File: config.mk
export PLATFORM = sky130hd
export DESIGN_NAME = multicycle_ctrl
export DESIGN_NICKNAME = d
export VERILOG_FILES = /design/src/rtl/ctrl_pkg.sv /design/src/rtl/instr_class_dec.sv /design/src/rtl/multicycle_ctrl.sv
export SDC_FILE = /design/constraint.sdc
export NUM_CORES = 1
export LEC_CHECK = 0
export ABC_AREA = 1
export CELL_PAD_IN_SITES_DETAIL_PLACEMENT = 2
export CELL_PAD_IN_SITES_GLOBAL_PLACEMENT = 2
export CORE_MARGIN = 4
export CORE_UTILIZATION = 22
export CTS_BUF_LIST = sky130_fd_sc_hd__clkbuf_8
export CTS_CLUSTER_SIZE = 30
export DETAILED_ROUTE_END_ITERATION = 16
export PLACE_DENSITY = 0.87
export SLEW_MARGIN = 10
export SYNTH_ARGS = -nofsm -noshare
export SYNTH_HDL_FRONTEND = slang
export SYNTH_SLANG_ARGS = --single-unit
File: constraint.sdc
create_clock -name clk -period 4.16 [get_ports clk]
set_input_delay 0.416 -clock clk [delete_from_list [all_inputs] [get_ports clk]]
set_output_delay 0.416 -clock clk [all_outputs]
set_load 0.01 [all_outputs]
File: src/rtl/ctrl_pkg.sv
// Shared encodings for the multicycle sequencer: states, instruction classes, opcodes, mux selects.
// Latency: n/a (constants only).
// Backpressure: n/a.
package ctrl_pkg;

  typedef logic [2:0] state_t;

  localparam state_t ST_RST    = 3'd0;
  localparam state_t ST_FETCH  = 3'd1;
  localparam state_t ST_DECODE = 3'd2;
  localparam state_t ST_EXEC   = 3'd3;
  localparam state_t ST_MEM    = 3'd4;
  localparam state_t ST_WB     = 3'd5;
  localparam state_t ST_TRAP   = 3'd6;
  localparam state_t ST_HOLD   = 3'd7;

  typedef enum logic [3:0] {
    CL_R, CL_IALU, CL_LOAD, CL_STORE, CL_BRANCH, CL_JAL, CL_JALR, CL_LUI, CL_AUIPC
  } instr_class_t;

  localparam logic [6:0] OP_R      = 7'b0110011;
  localparam logic [6:0] OP_IALU   = 7'b0010011;
  localparam logic [6:0] OP_LOAD   = 7'b0000011;
  localparam logic [6:0] OP_STORE  = 7'b0100011;
  localparam logic [6:0] OP_BRANCH = 7'b1100011;
  localparam logic [6:0] OP_JAL    = 7'b1101111;
  localparam logic [6:0] OP_JALR   = 7'b1100111;
  localparam logic [6:0] OP_LUI    = 7'b0110111;
  localparam logic [6:0] OP_AUIPC  = 7'b0010111;

  localparam logic [1:0] WB_ALU = 2'd0;
  localparam logic [1:0] WB_MEM = 2'd1;
  localparam logic [1:0] WB_PC4 = 2'd2;
  localparam logic [1:0] WB_IMM = 2'd3;

  localparam logic SRC_RS1  = 1'b0;
  localparam logic SRC_PC   = 1'b1;
  localparam logic SRC_RS2  = 1'b0;
  localparam logic SRC_IMM  = 1'b1;
  localparam logic PC_PLUS4 = 1'b0;
  localparam logic PC_ALU   = 1'b1;

endpackage

File: src/rtl/instr_class_dec.sv
// Opcode-to-instruction-class decoder with an illegal-opcode flag.
// Latency: combinational.
// Backpressure: none.
module instr_class_dec
  import ctrl_pkg::*;
(
  input  logic [6:0]   opcode,
  output instr_class_t cls,
  output logic         illegal
);

  always_comb begin
    cls     = CL_R;
    illegal = 1'b0;
    case (opcode)
      OP_R:      cls = CL_R;
      OP_IALU:   cls = CL_IALU;
      OP_LOAD:   cls = CL_LOAD;
      OP_STORE:  cls = CL_STORE;
      OP_BRANCH: cls = CL_BRANCH;
      OP_JAL:    cls = CL_JAL;
      OP_JALR:   cls = CL_JALR;
      OP_LUI:    cls = CL_LUI;
      OP_AUIPC:  cls = CL_AUIPC;
      default:   illegal = 1'b1;
    endcase
  end

endmodule

File: src/rtl/multicycle_ctrl.sv
// Multicycle FETCH/DECODE/EXEC/MEM/WB sequencer; SINGLE_STEP_EN adds a step-gated HOLD state.
// Latency: R 4, BRANCH 3, LOAD 5, STORE 4 cycles with zero-wait ack.
// Backpressure: mem_req held until mem_ack; ACK_TIMEOUT unacked cycles traps (0 disables).
module multicycle_ctrl
  import ctrl_pkg::*;
#(
  parameter int ACK_TIMEOUT = 16,
  parameter int TO_W        = 5
) (
  input  logic        clk,
  input  logic        rst_n,
`ifdef SINGLE_STEP_EN
  input  logic        step,
`endif
  input  logic [31:0] instr,
  input  logic        branch_taken,
  input  logic        mem_ack,
  output logic        mem_req,
  output logic        mem_we,
  output logic        mem_addr_sel,
  output logic        ir_we,
  output logic        pc_we,
  output logic        pc_src,
  output logic        op1_src,
  output logic        op2_src,
  output logic        alu_funct,
  output logic        rf_we,
  output logic [1:0]  wb_sel,
  output logic        halt,
  output logic [2:0]  state
);

`ifdef SINGLE_STEP_EN
  localparam state_t FETCH_ENTRY = ST_HOLD;
`else
  localparam state_t FETCH_ENTRY = ST_FETCH;
`endif

  localparam logic [TO_W-1:0] TO_LAST = TO_W'(ACK_TIMEOUT - 1);

  state_t          state_q, state_nxt;
  instr_class_t    cls_q, cls_dec;
  logic            illegal;
  logic [TO_W-1:0] to_cnt;
  logic            to_hit;
  logic            unused_instr_hi;

  assign unused_instr_hi = ^instr[31:7];

  instr_class_dec u_dec (
    .opcode  (instr[6:0]),
    .cls     (cls_dec),
    .illegal (illegal)
  );

  // The limit is hit on the waiting cycle that brings the count to ACK_TIMEOUT; an ack that cycle wins.
  assign to_hit = (ACK_TIMEOUT != 0) && (to_cnt == TO_LAST) && mem_req && !mem_ack;

  always_comb begin
    state_nxt = state_q;
    case (state_q)
      ST_RST:    state_nxt = FETCH_ENTRY;
      ST_FETCH: begin
        if (mem_ack)     state_nxt = ST_DECODE;
        else if (to_hit) state_nxt = ST_TRAP;
      end
      ST_DECODE: state_nxt = illegal ? ST_TRAP : ST_EXEC;
      ST_EXEC: begin
        if (cls_q == CL_BRANCH)                          state_nxt = FETCH_ENTRY;
        else if (cls_q == CL_LOAD || cls_q == CL_STORE)  state_nxt = ST_MEM;
        else                                             state_nxt = ST_WB;
      end
      ST_MEM: begin
        if (mem_ack)     state_nxt = (cls_q == CL_STORE) ? FETCH_ENTRY : ST_WB;
        else if (to_hit) state_nxt = ST_TRAP;
      end
      ST_WB:     state_nxt = FETCH_ENTRY;
      ST_TRAP:   state_nxt = ST_TRAP;
`ifdef SINGLE_STEP_EN
      ST_HOLD:   if (step) state_nxt = ST_FETCH;
`endif
      default:   state_nxt = ST_TRAP;
    endcase
  end

  always_ff @(posedge clk or negedge rst_n) begin
    if (!rst_n) begin
      state_q <= ST_RST;
      cls_q   <= CL_R;
      to_cnt  <= '0;
    end else begin
      state_q <= state_nxt;
      if (state_q == ST_DECODE) cls_q <= cls_dec;
      if (state_nxt != state_q)        to_cnt <= '0;
      else if (mem_req && !mem_ack)    to_cnt <= to_cnt + TO_W'(1);
    end
  end

  always_comb begin
    mem_req      = 1'b0;
    mem_we       = 1'b0;
    mem_addr_sel = 1'b0;
    ir_we        = 1'b0;
    pc_we        = 1'b0;
    pc_src       = PC_PLUS4;
    op1_src      = SRC_RS1;
    op2_src      = SRC_RS2;
    alu_funct    = 1'b0;
    rf_we        = 1'b0;
    wb_sel       = WB_ALU;
    halt         = 1'b0;
    case (state_q)
      ST_FETCH: begin
        mem_req = 1'b1;
        ir_we   = mem_ack;
      end
      ST_EXEC: begin
        case (cls_q)
          CL_R:      alu_funct = 1'b1;
          CL_IALU: begin
            op2_src   = SRC_IMM;
            alu_funct = 1'b1;
          end
          CL_LOAD, CL_STORE, CL_JALR: op2_src = SRC_IMM;
          CL_AUIPC, CL_JAL: begin
            op1_src = SRC_PC;
            op2_src = SRC_IMM;
          end
          CL_BRANCH: begin
            op1_src = SRC_PC;
            op2_src = SRC_IMM;
            pc_we   = 1'b1;
            pc_src  = branch_taken ? PC_ALU : PC_PLUS4;
          end
          default: ;
        endcase
      end
      ST_MEM: begin
        mem_req      = 1'b1;
        mem_addr_sel = 1'b1;
        mem_we       = (cls_q == CL_STORE);
        op2_src      = SRC_IMM;
        pc_we        = mem_ack && (cls_q == CL_STORE);
      end
      ST_WB: begin
        rf_we  = 1'b1;
        pc_we  = 1'b1;
        pc_src = (cls_q == CL_JAL || cls_q == CL_JALR) ? PC_ALU : PC_PLUS4;
        case (cls_q)
          CL_LOAD:          wb_sel = WB_MEM;
          CL_JAL, CL_JALR:  wb_sel = WB_PC4;
          CL_LUI:           wb_sel = WB_IMM;
          default:          wb_sel = WB_ALU;
        endcase
      end
      ST_TRAP:   halt = 1'b1;
      default: ;
    endcase
  end

  assign state = state_q;

endmodule

==> impl.org, run 1 <==
** Placed design
- The congestion estimate from routability-driven global placement came to between 0.7 and 0.8.
- Port Buffers :: 26
- Detailed placement finished with a half-perimeter wire length of 2640 um.

** Global route
- The number of global-route vias before repair was approximately 1200.
- In this run the most used layer during global routing was met2.
- Summed over all layers, the global routing overflow is 0.
- Entering global routing, the biggest net connects 13 pins.
- For this run, global-route usage on met3 was measured as 0.00709.
- For this run, global-route usage on met2 was measured as 0.214.
- Global-route wire length before repair :: roughly 5700 um
- The initial antenna violation count is 0.
- Across every metal layer, demand over resource in global routing totals 0.118.
- In the global route stage, met1 resource usage came out at 0.146.

** Floorplan
- Chip Width :: around 76 um
- Starting Density :: 0.231
- Area of the die :: 5820 um^2
- Pin placement for this block handled 52 I/O pins.
- In this run the vertical extent of the chip is between 70 and 80 um.
- FP Rows :: 24
- In this run the standard cell core region covers 4440 um^2.

** Logic synthesis
- Flip-flop and latch count after synthesis :: 12
- The compound-cell area share of the yosys netlist was 0.112.
- Synthesis instantiated 29 different standard cells from the library.
- Synthesis handed over a netlist of 153 instances.
- Of the total synthesized cell area, the portion taken by XOR and XNOR cells is 0.0256.
- For this run, the number of Yosys warnings is 0.
- The number of nets handed over by synthesis was 191.
- Combinational family with the most area after synthesis :: simple AND/OR/NAND/NOR gates
- Of the total synthesized cell area, the portion taken by full adders, half adders and majority gates is 0.0244.
- Area share of and/or/nand/nor cells after synthesis :: 0.461
- The cell area that synthesis handed to floorplanning was 1030 um^2.
- The share of the Yosys chip area taken by registers is 0.293.
- The average instance in the mapped netlist occupies 6.71 um^2.
- After synthesis, the share of cell area in mux cells is 0.

** Pwr
- Proportion of power drawn by the clock network :: 0.142
- Internal power comes to approximately 450 uW.
- The analysis attributes to net switching a power of between 400 and 500 uW.
- The worst-case IR drop observed on VDD is approximately 0.14 mV.
- The analysis attributes to cell leakage a power of around 0.00065 uW.
- Of the total power, registers draw 0.226.
- Power spread over the standard cell area amounts to around 640 nW/um^2.
- Switching Fraction :: 0.504
- Share of total power in combinational logic :: 0.632

** Job
- Across the run, the number of max-cap violations was 0.

** Timing
- Setup repair after global routing missed its margin :: no
- Slew at the pin closest to its max-slew limit :: ~0.56 ns
- Of the available clock period, the critical path in the final layout requires 0.600.
- Based on the critical path, the design can be clocked at up to roughly 400 MHz.
- Clock skew on the completed layout was measured at around 0.00057 ns.
- For the final routed database, the setup TNS stands at 0 ns.
- Counting I/O delays and the setup requirement, the final critical path takes about 2.5 ns.
- Final max-slew violation count :: 0
- The final count of hold timing violations is 0.
- Setup violations remaining at the end of the flow were counted as 0.
- Relative slew slack :: 0.622

** Worst hold path
- Min-Delay Path Class :: flop to flop

** Clock network
- The cell sitting at the root of the clock tree is a clkbuf_8.
- Max Root-Sink Buffers :: 2
- In this run, CTS created clock tree buffers numbering 3.
- After clock tree synthesis, the clock-pin slew on the worst setup and hold paths is around 0.05 ns.
- Post-CTS sizing :: 0
- Worst-Skew Late Latency :: 0.24 ns
- Clock sink count :: 12
- In this run, post-CTS hold repair placed 0 buffers.
- H-tree depth :: 1
- Number of buffers added for setup after CTS :: 0
- TritonCTS built the clock tree.

** Run status
- The run finished with clean final reports.

** Final layout
- Final Core Density :: 0.316
- Area growth from synthesis to final layout :: 37.1%
- Leaving out fill and tap cells, the most frequent cell in the layout is nand2_1.
- Share of layout cells above drive strength 1 :: 0.164
- The number of antenna diodes in the final layout is 0.
- Total Nets Final :: approximately 220
- The library cells used most frequently in the layout, excluding fill and tap cells, are nand2_1, clkdlybuf4s50_1, nor2_1.

** Setup path
- Cell repeated most along the worst path :: nor2_1
- Slowest library cell on the worst path :: clkdlybuf4s50_1
- Stage delay of the slowest cell on the critical path :: about 0.53 ns
- STA puts the critical path data required time at roughly 3.7 ns.
- The signal on the critical path passes through inv_2 -> nand2_2 -> nor2_1 -> nand2_1 -> nor2_1 -> a32o_1 -> clkdlybuf4s50_1.
- Category of the critical setup timing path :: flop to output port
- Number of buffer and inverter instances along the worst setup path :: 2
- Crit path max fanout :: 7
- Cell class contributing the biggest share of worst-path delay :: buffers and inverters
- STA classifies the critical path endpoint as an output port.
- Startpoint type of the worst setup path :: flop
- Data arrives at the worst endpoint at 2.08 ns.

** Route
- Summing over every cut layer, the via total after detailed routing is between 1000 and 1500.
- The count of nets left with antenna violations once routing finished came out at 0.
- For this run, the detailed router's first-pass iteration total came to 4.
- Summed over all layers, the routed wires come to 3250 um.
- Using the TritonRoute via totals, the vias-per-cell ratio works out to about 4.8.
- The detailed router finished its first iteration with 27 violations.
- Post-DR wirelength/cell :: 13.8 um
- Residual DRC count :: 0
-- cells by family (layout without fill, tap and decap cells) --
family,count (synthesis),in the layout
and+or+nand+nor,94,94
buffers and inverters,23,53
AOI/OAI and AO/OA,19,19
DFF,12,12
xor gates and xnor gates,3,3
adders and majority gates,2,2
-- power by group through the flow --
stage | combinational, uW | sequential, uW | clock (uW)
2_1_floorplan | 366 | 199 | 0
3_3_place_gp | 547 | 204 | 0
3_5_place_dp | 570 | 205 | 0
4_1_cts | 580 | 204 | 132
5_1_grt | 633 | 213 | 139
6_report | 572 | 205 | 129
-- cell type report --
cell class | count | area, um^2
tap | 52 | 65.1
timing repair buffer | 26 | 260
sequential | 12 | 300
multi-input combinational | 118 | 639
inverter | 23 | 86.3
clock buffer | 4 | 55.1
fill | 554 | 3040
-- final timing paths --
kind	from	end	slack, ns	depth (start not counted)
min in group asynchronous	rst_n	to_cnt[2]$_DFFE_PN0P_	0.54	1
min	cls_q[3]$_DFFE_PN0P_	cls_q[3]$_DFFE_PN0P_	0.53	2
max	state[1]$_DFF_PN0_	pc_src	1.66	7
min reg2reg	cls_q[3]$_DFFE_PN0P_	cls_q[3]$_DFFE_PN0P_	0.53	2
max in group asynchronous	rst_n	cls_q[3]$_DFFE_PN0P_	3.25	1
max reg2reg	to_cnt[0]$_DFFE_PN0P_	to_cnt[3]$_DFFE_PN0P_	2.27	10
-- sequential cells by signal (all words and copies together) (netlist names) --
| name | cells |
|---|---|
| to_cnt | 5 |
| state | 3 |
| cls_q | 4 |
-- per-layer routing --
| metal | share of wire | wire [um] | vias to the layer above |
|---|---|---|---|
| met5 | 0 | 0 | - |
| met4 | 0.016 | 53 | 0 |
| met3 | 0.033 | 108 | 5 |
| met2 | 0.49 | 1590 | 26 |
| met1 | 0.46 | 1500 | 533 |
| li1 | - | - | 565 |
-- synthesized netlist by cell type --
cell type	instances	area, um^2
a21oi_1	1	5.00
a31oi_1	1	6.26
a32o_1	1	10.0
and3_1	1	6.26
dfrtp_1	12	300
ha_1	2	25.0
inv_1	15	56.3
inv_2	8	30.0
nand2_1	40	150
nand2_2	6	37.5
nand2_4	1	11.3
nand3_1	8	40.0
nand3_2	1	10.0
nand3_4	1	17.5
nand4_1	1	6.26
nor2_1	18	67.6
nor2_2	2	12.5
nor2_4	2	22.5
nor3_1	7	35.0
nor3_2	5	50.1
nor4_1	1	6.26
o2111ai_1	1	8.76
o211ai_1	1	7.51
o21a_1	1	7.51
o21ai_0	9	45.0
o21ai_1	2	10.0
o21bai_1	1	7.51
o31ai_1	1	7.51
xor2_1	3	26.3
-- per-stage QoR --
stage | instance area (um^2) | hold slack (ns) | power, uW | setup WS [ns] | instances
4_1_cts | 1410 | 0.527 | 917 | 1.65 | 235
6_report | 1410 | 0.533 | 906 | 1.66 | 235
5_1_grt | 1410 | 0.583 | 985 | 1.52 | 235
2_1_floorplan | 1030 | 0.120 | 565 | 2.32 | 153
3_3_place_gp | 1350 | 0.497 | 751 | 1.82 | 231
3_5_place_dp | 1350 | 0.514 | 775 | 1.77 | 231
-- worst reg2reg max path: cells and delay by family, from the launching register on --
kind | cells | cell delay (ns)
AND/OR/NAND/NOR | 7 | 0.90
adder cells (fa/ha/maj) | 2 | 0.42
flip-flops | 1 | 0.41
buffers and inverters | 1 | 0.09
(Power assumes the default switching activity.)
==> run 2, diff against run 1 <==
--- a/config.mk
+++ b/config.mk
@@ -9,11 +9,11 @@
 export CELL_PAD_IN_SITES_DETAIL_PLACEMENT = 2
 export CELL_PAD_IN_SITES_GLOBAL_PLACEMENT = 2
 export CORE_MARGIN = 4
-export CORE_UTILIZATION = 22
+export CORE_UTILIZATION = 20
 export CTS_BUF_LIST = sky130_fd_sc_hd__clkbuf_8
 export CTS_CLUSTER_SIZE = 30
 export DETAILED_ROUTE_END_ITERATION = 16
-export PLACE_DENSITY = 0.87
+export PLACE_DENSITY = 0.8
 export SLEW_MARGIN = 10
 export SYNTH_ARGS = -nofsm -noshare
 export SYNTH_HDL_FRONTEND = slang
==> constraint.sdc (replaced) <==
create_clock -name clk -period 2.45 [get_ports clk]
set_input_delay 0.245 -clock clk [delete_from_list [all_inputs] [get_ports clk]]
set_output_delay 0.245 -clock clk [all_outputs]
set_load 0.01 [all_outputs]
==> impl.org, run 2 (synthesized netlist as in run 1, its figures left out) <==
** Run status
- Result of the run :: finished clean

** Setup path
- Startpoint type of the worst setup path :: flop
- Required arrival time at the worst endpoint :: 2.20 ns (-1.54 ns)
- The worst setup path is captured at an output port.
- The slowest stage of the critical path is the clkdlybuf4s50_1 cell.
- The biggest fanout along the worst timing path is 7 (unchanged).
- The biggest cell delay along the critical path came to 0.54 ns (about the same).
- Category of the critical setup timing path :: flop to output port
- CP cell instances :: inv_2 -> nand2_2 -> nor2_2 -> nand2_1 -> nor2_1 -> a32o_1 -> clkdlybuf4s50_1
- The endpoint arrival time on the critical path is 2.02 ns (-0.06 ns).

** Clock network
- The tree is rooted in a clkbuf_8.
- The clock latency reported for the late side of the worst-skew pair was 0.24 ns (about the same).
- The CTS clock-pin slew for the worst setup and hold paths was 0.05 ns (about the same).
- The number of buffers created by CTS came to 3 (unchanged).
- TritonCTS built the clock tree.
- The count of H-tree levels built during CTS came to 1 (unchanged).
- The count of clock tree sinks is 12 (unchanged).
- The number of setup buffers added after CTS came to 0 (unchanged).
- Max Root-Sink Buffers :: 2 (unchanged)

** Route
- Routed vias/inst :: 4.49 (-6.5%)
- The wire length reported by the detailed router came to 3170 um (-2.6%).
- Post-DR wirelength/cell :: 12.7 um (-8.1%)
- The remaining antenna violation count after routing came to 0 (unchanged).
- The final routed DRC violation total was 0 (unchanged).
- The total number of vias was 1119 (-0.89%).
- The initial DRC count was 33 (+22%).
- Iteration count of the initial detailed-routing pass :: 4 (unchanged)

** Worst hold path
- The min-delay analysis places its worst path in the category input pin to async pin.

** Global route
- Total GRT Usage :: 0.109 (-0.00875)
- The initial antenna violation count came to 0 (unchanged).
- Total global routing overflow :: 0 (unchanged)
- The number of global-route vias before repair is 1186 (-4.9%).
- The met2 demand-to-capacity share in global routing is 0.192 (-0.0215).
- The met3 track demand over resource is 0.0135 (+0.00645).
- Met1 track demand over resource in global routing :: 0.135 (-0.0113)
- The pin count of the biggest net entering global routing was 13 (unchanged).
- Global-route wire length before repair :: 5510 um (-3.9%)
- Most heavily used metal layer in global routing :: met2

** Timing
- Setup repair after global routing missed its margin :: no
- The worst clock skew on the final layout is 0.000342 ns (-0.000224 ns).
- Final sum of negative setup slack :: 0 ns (unchanged)
- The max-slew violation count was 0 (unchanged).
- The worst path in the final design needs a cycle of about 2.3 ns, including I/O delays and setup.
- The total setup violations reported at the end of the flow came to 0 (unchanged).
- Based on the critical path, the design can be clocked at up to 441 MHz.
- Relative slew slack :: 0.626 (+0.00407)
- The final count of hold timing violations is 0 (unchanged).
- The final worst slack was 0.181 ns (-1.48 ns).
- Portion of the clock cycle consumed by the worst path in the final layout :: 0.926
- Slew at the pin closest to its max-slew limit :: 0.559 ns (-0.00609 ns)

** Final layout
- Most common cell after layout, fill and taps aside :: nand2_1
- The share of cells above drive strength 1 was 0.170 (+0.00640).
- The area of the multi-input gates was 648 um^2 (+1.4%).
- Seq. cell area :: 300 um^2 (unchanged)
- Register name with the most flops :: to_cnt
- The flip-flop count of the largest register, all copies and words added is 5 (unchanged).
- Fill cell instance count of the final layout :: 571 (+3.1%)
- Non-filler cells, final :: 249 (+6.0%)
- In the layout the commonest cells are nand2_1, clkdlybuf4s50_1, nor2_1.
- Area growth from synthesis to final layout :: 38.4%
- The net count reported at finish was 222 (unchanged).
- The number of antenna repair diodes was 0 (unchanged).

** Pwr
- The leakage dissipation was 0.000643 uW (-1.1%).
- IR Drop Worst-Case VDD :: 0.213 mV (+49%)
- Switching Fraction :: 0.512 (+0.00731)
- Net switching power :: 766 uW (+68%)
- The combinational share of power is 0.647 (+0.015).
- Power Total :: 1500 uW (+65%)
- Sequential Power Share :: 0.232 (+0.006)
- The cell area power density is 1060 nW/um^2 (+64%).
- Internal power summed over all cells :: 732 uW (+63%)
- Proportion of power drawn by the clock network :: 0.121 (-0.021)

** Floorplan
- Area of the die :: 6340 um^2 (+8.9%)
- FP Rows :: 25 (+4.2%)
- Chip Width :: 79.6 um (+4.4%)
- The boundary pin count was 52 (unchanged).
- The initial core utilization came to 0.212 (-0.0192).
- CORE AREA :: 4850 um^2 (+9.1%)
- Vertical extent of the die :: 79.6 um (+4.4%)

** Job
- # Max-Cap Violations :: 0 (unchanged)

** Placed design
- Placed cell count :: 246 (+6.5%)
- The worst slack after detailed placement came to 0.330 ns (-1.44 ns).
- The routability congestion estimate from global placement is 0.805 (+1.2%).
- Port Buffers :: 26 (unchanged)
- The sum of net half-perimeters after detailed placement was 2720 um (+3.0%).
==> run 2: worst paths after layout <==
check / from / slack (ns) / cells past startpoint / end
min in group clk: cls_q[3]$_DFFE_PN0P_ / 0.53 / 2 / cls_q[3]$_DFFE_PN0P_
max: state[1]$_DFF_PN0_ / 0.18 / 7 / pc_src
min reg2reg: cls_q[3]$_DFFE_PN0P_ / 0.53 / 2 / cls_q[3]$_DFFE_PN0P_
max reg2reg: to_cnt[0]$_DFFE_PN0P_ / 0.61 / 10 / to_cnt[1]$_DFFE_PN0P_
min: rst_n / 0.36 / 1 / cls_q[1]$_DFFE_PN0P_
max in group asynchronous: rst_n / 1.72 / 1 / to_cnt[4]$_DFFE_PN0P_
==> run 2: critical path, delay by kind of cell (launching register included) <==
kind,cells,cell delay [ns]
flops,1,0.46
compound gates,1,0.14
simple gates,4,0.48
buf+inv,2,0.70
==> run 2: repair_timing <==
action	4_1_cts	5_1_grt
gates resized for setup	0	2
hold buffers	0	0
endpoints found under the setup margin	0	2
==> run 2: per-layer routing <==
layer,up-vias,routed length [um]
li1,560,-
met1,533,1470
met2,21,1540
met3,5,107
met4,0,51
met5,-,0
==> run 2: power groups by stage <==
stage                     clock (uW)  combinational [uW]  sequential (uW)
after global placement             0                 942              347
after detailed placement           0                 981              352
final                            181                 969              348
after global routing             199                1080              363
after floorplan                    0                 621              338
after CTS                        188                 985              349
==> run 2: metrics by stage <==
step,hold slack (ns),cell area (um^2),utilization
floorplan,-0.0506,1030,-
global placement,0.490,1370,0.283
detailed placement,0.511,1370,0.283
CTS,0.384,1410,0.291
global route,0.393,1420,0.293
finish,0.364,1420,0.293
==> run 2: cell type report <==
cell class              count  share of cell area
clock buffers               3              0.0291
well taps                  67              0.0590
repair buffers             26               0.183
flip-flops and latches     12               0.211
multi-input cells         118               0.456
inverters                  23              0.0608
==> edit: new RTL, config.mk and constraints of run 2 <==
The parameter `TO_W` goes from 5 to 6.
--- a/src/rtl/multicycle_ctrl.sv
+++ b/src/rtl/multicycle_ctrl.sv
@@ -7,3 +7,3 @@
   parameter int ACK_TIMEOUT = 16,
-  parameter int TO_W        = 5
+  parameter int TO_W        = 6
 ) (
Formal check against the unedited RTL: no difference found for any inputs over 10 cycles, from zero or initial values and one cycle with rst_n low; that may be too few to reach the edited logic, so the function may still have changed.
==> edit against run 2 <==
Hold slack better by 0.051 ns; largest cell class unchanged; via count up 5.7%; design area up 5.5%; clock power up 7%; sequential share of layout area up 0.58 points; wire length up 11%; total power up 0.15%; critical path depth unchanged; sequential cell count up 1; register-to-register slack worse by 0.05 ns; area after synthesis up 2.8%; worst setup slack better by 0.082 ns.
==> edit: results (changes against run 2) <==
| Metric | Value |
|---|---|
| Share of cells above drive strength 1 | 0.140 (-0.0303) |
| Synth Instances | 165 (+7.8%) |
| Largest register FFs | 6 (+1) |
| Yosys cell types | 24 (-17%) |
| Number of nets in the layout | 238 (+7.2%) |
| Via density | 4.38 (-2.5%) |
| Max IR drop VDD | 0.247 mV (+16%) |
| Final Skew | 0.000926 ns (+0.000584 ns) |
| Post-synth top cells | nand2_1, nor2_1, inv_1 |
| Worst-Margin Slew | 0.680 ns (+0.121 ns) |
| R2R Path End | to_cnt[1] |
| Worst EP arrival | 1.94 ns (-0.08 ns) |
| Routability congestion estimate | 0.802 (-0.42%) |
| Initial detailed-routing violation count | 37 (+12%) |
| Total GRT Usage | 0.119 (+0.00923) |
| R2R Setup Slk | 0.56 ns (-0.05 ns) |
| Placed cell areas | 1440 um^2 (+4.7%) |
| Number of fill cells in the layout | 644 (+13%) |
| Largest net degree at the start of global routing | 14 (+1) |
| Synth top area cells | dfrtp_1, nand2_1, nor2_1 |
| Clock edge transition at the registers on the reported setup and hold paths | about 0.060 ns |
| Total wire length | 3530 um (+11%) |
| Reg2reg start | state[1] |
| Worst-Skew Late Latency | 0.24 ns (about the same) |
| Leak | 0.000769 uW (+20%) |
| HPWL Detailed | 2930 um (+8.0%) |
| Reg2Reg Depth | 12 (+2) |
| CTS root buf | clkbuf_8 |
| Primary FF master, synth | dfrtp_1 |
| Placed Instances | 265 (+7.7%) |
| Mapped Nets | 202 (+5.8%) |
| Status | finished, final reports clean |
| Vias | 1183 (+5.7%) |
| Area share of the largest cell type after synthesis | 0.308 (+0.0157) |
| Pre-CTS setup slack | 0.0595 ns (-0.271 ns) |
| Number of global-route vias before repair | 1295 (+9.2%) |
| Biggest register | to_cnt |
| IO Port Bufs | 26 (unchanged) |
| Sequential cell area fraction in the yosys report | 0.308 (+0.0157) |
| Drt first pass iters | 2 (-2) |
| First-pass GRT wire length | 5990 um (+8.8%) |
| Setup slack after layout | 0.263 ns (+0.0821 ns) |
==> edit: metrics by stage <==
step / hold WS, ns / total power (uW) / utilization
after global routing: 0.463 / 1660 / 0.293
after detailed placement: 0.550 / 1310 / 0.281
after floorplan: -0.0506 / 892 / -
final: 0.415 / 1500 / 0.293
after CTS: 0.438 / 1510 / 0.290
after global placement: 0.538 / 1280 / 0.281
==> edit: layout make-up <==
class                           count  area share
Inverter                           29      0.0727
Sequential cell                    13       0.217
Tap cell                           70      0.0585
Clock buffer                        3      0.0276
Timing Repair Buffer               32       0.206
Clock inverter                      1     0.00251
Multi-Input combinational cell    122       0.416
==> edit: worst max-delay path by stage <==
stage	end	cells past startpoint
floorplan	op2_src	7
global placement	pc_we	10
detailed placement	pc_we	10
CTS	pc_we	9
global route	op2_src	7
finish	op2_src	7
==> edit: timing repair <==
action                     in CTS  in global routing
setup buffers                   0                  1
gates resized for setup         0                  4
setup endpoints to repair       0                  1
==> edit: layer usage <==
| layer | up-vias | share of wire | global-route usage |
|---|---|---|---|
| met5 | - | 0 | 0 |
| met4 | 0 | 0.0074 | 0.0253 |
| met3 | 4 | 0.035 | 0.0191 |
| met2 | 17 | 0.53 | 0.231 |
| met1 | 564 | 0.43 | 0.133 |
| li1 | 598 | - | - |
==> edit: where the power goes <==
part           internal (uW)  switching, uW
clock network            111           83.1
registers                274           77.0
logic                    396            560
==> edit: logic make-up (layout without fill, tap and decap cells) <==
family / Yosys count / count (layout) / share of synthesized area
buffers and inverters: 30 / 65 / 0.108
AO/OA/AOI/OAI: 14 / 14 / 0.0747
AND/OR/NAND/NOR: 102 / 102 / 0.454
XOR/XNOR: 4 / 4 / 0.0332
adder cells (fa/ha/maj): 1 / 1 / 0.0119
flip-flops: 13 / 13 / 0.308
multiplexers: 1 / 1 / 0.00949
==> edit: worst max-delay path, cell delays in order (launching register included) <==
cell and delay [ns]:
dfrtp_1 0.50, nand2_1 0.12, nor2_1 0.13, inv_1 0.10
a21oi_1 0.19, nor2_1 0.06, nand2_1 0.06, clkdlybuf4s50_1 0.53
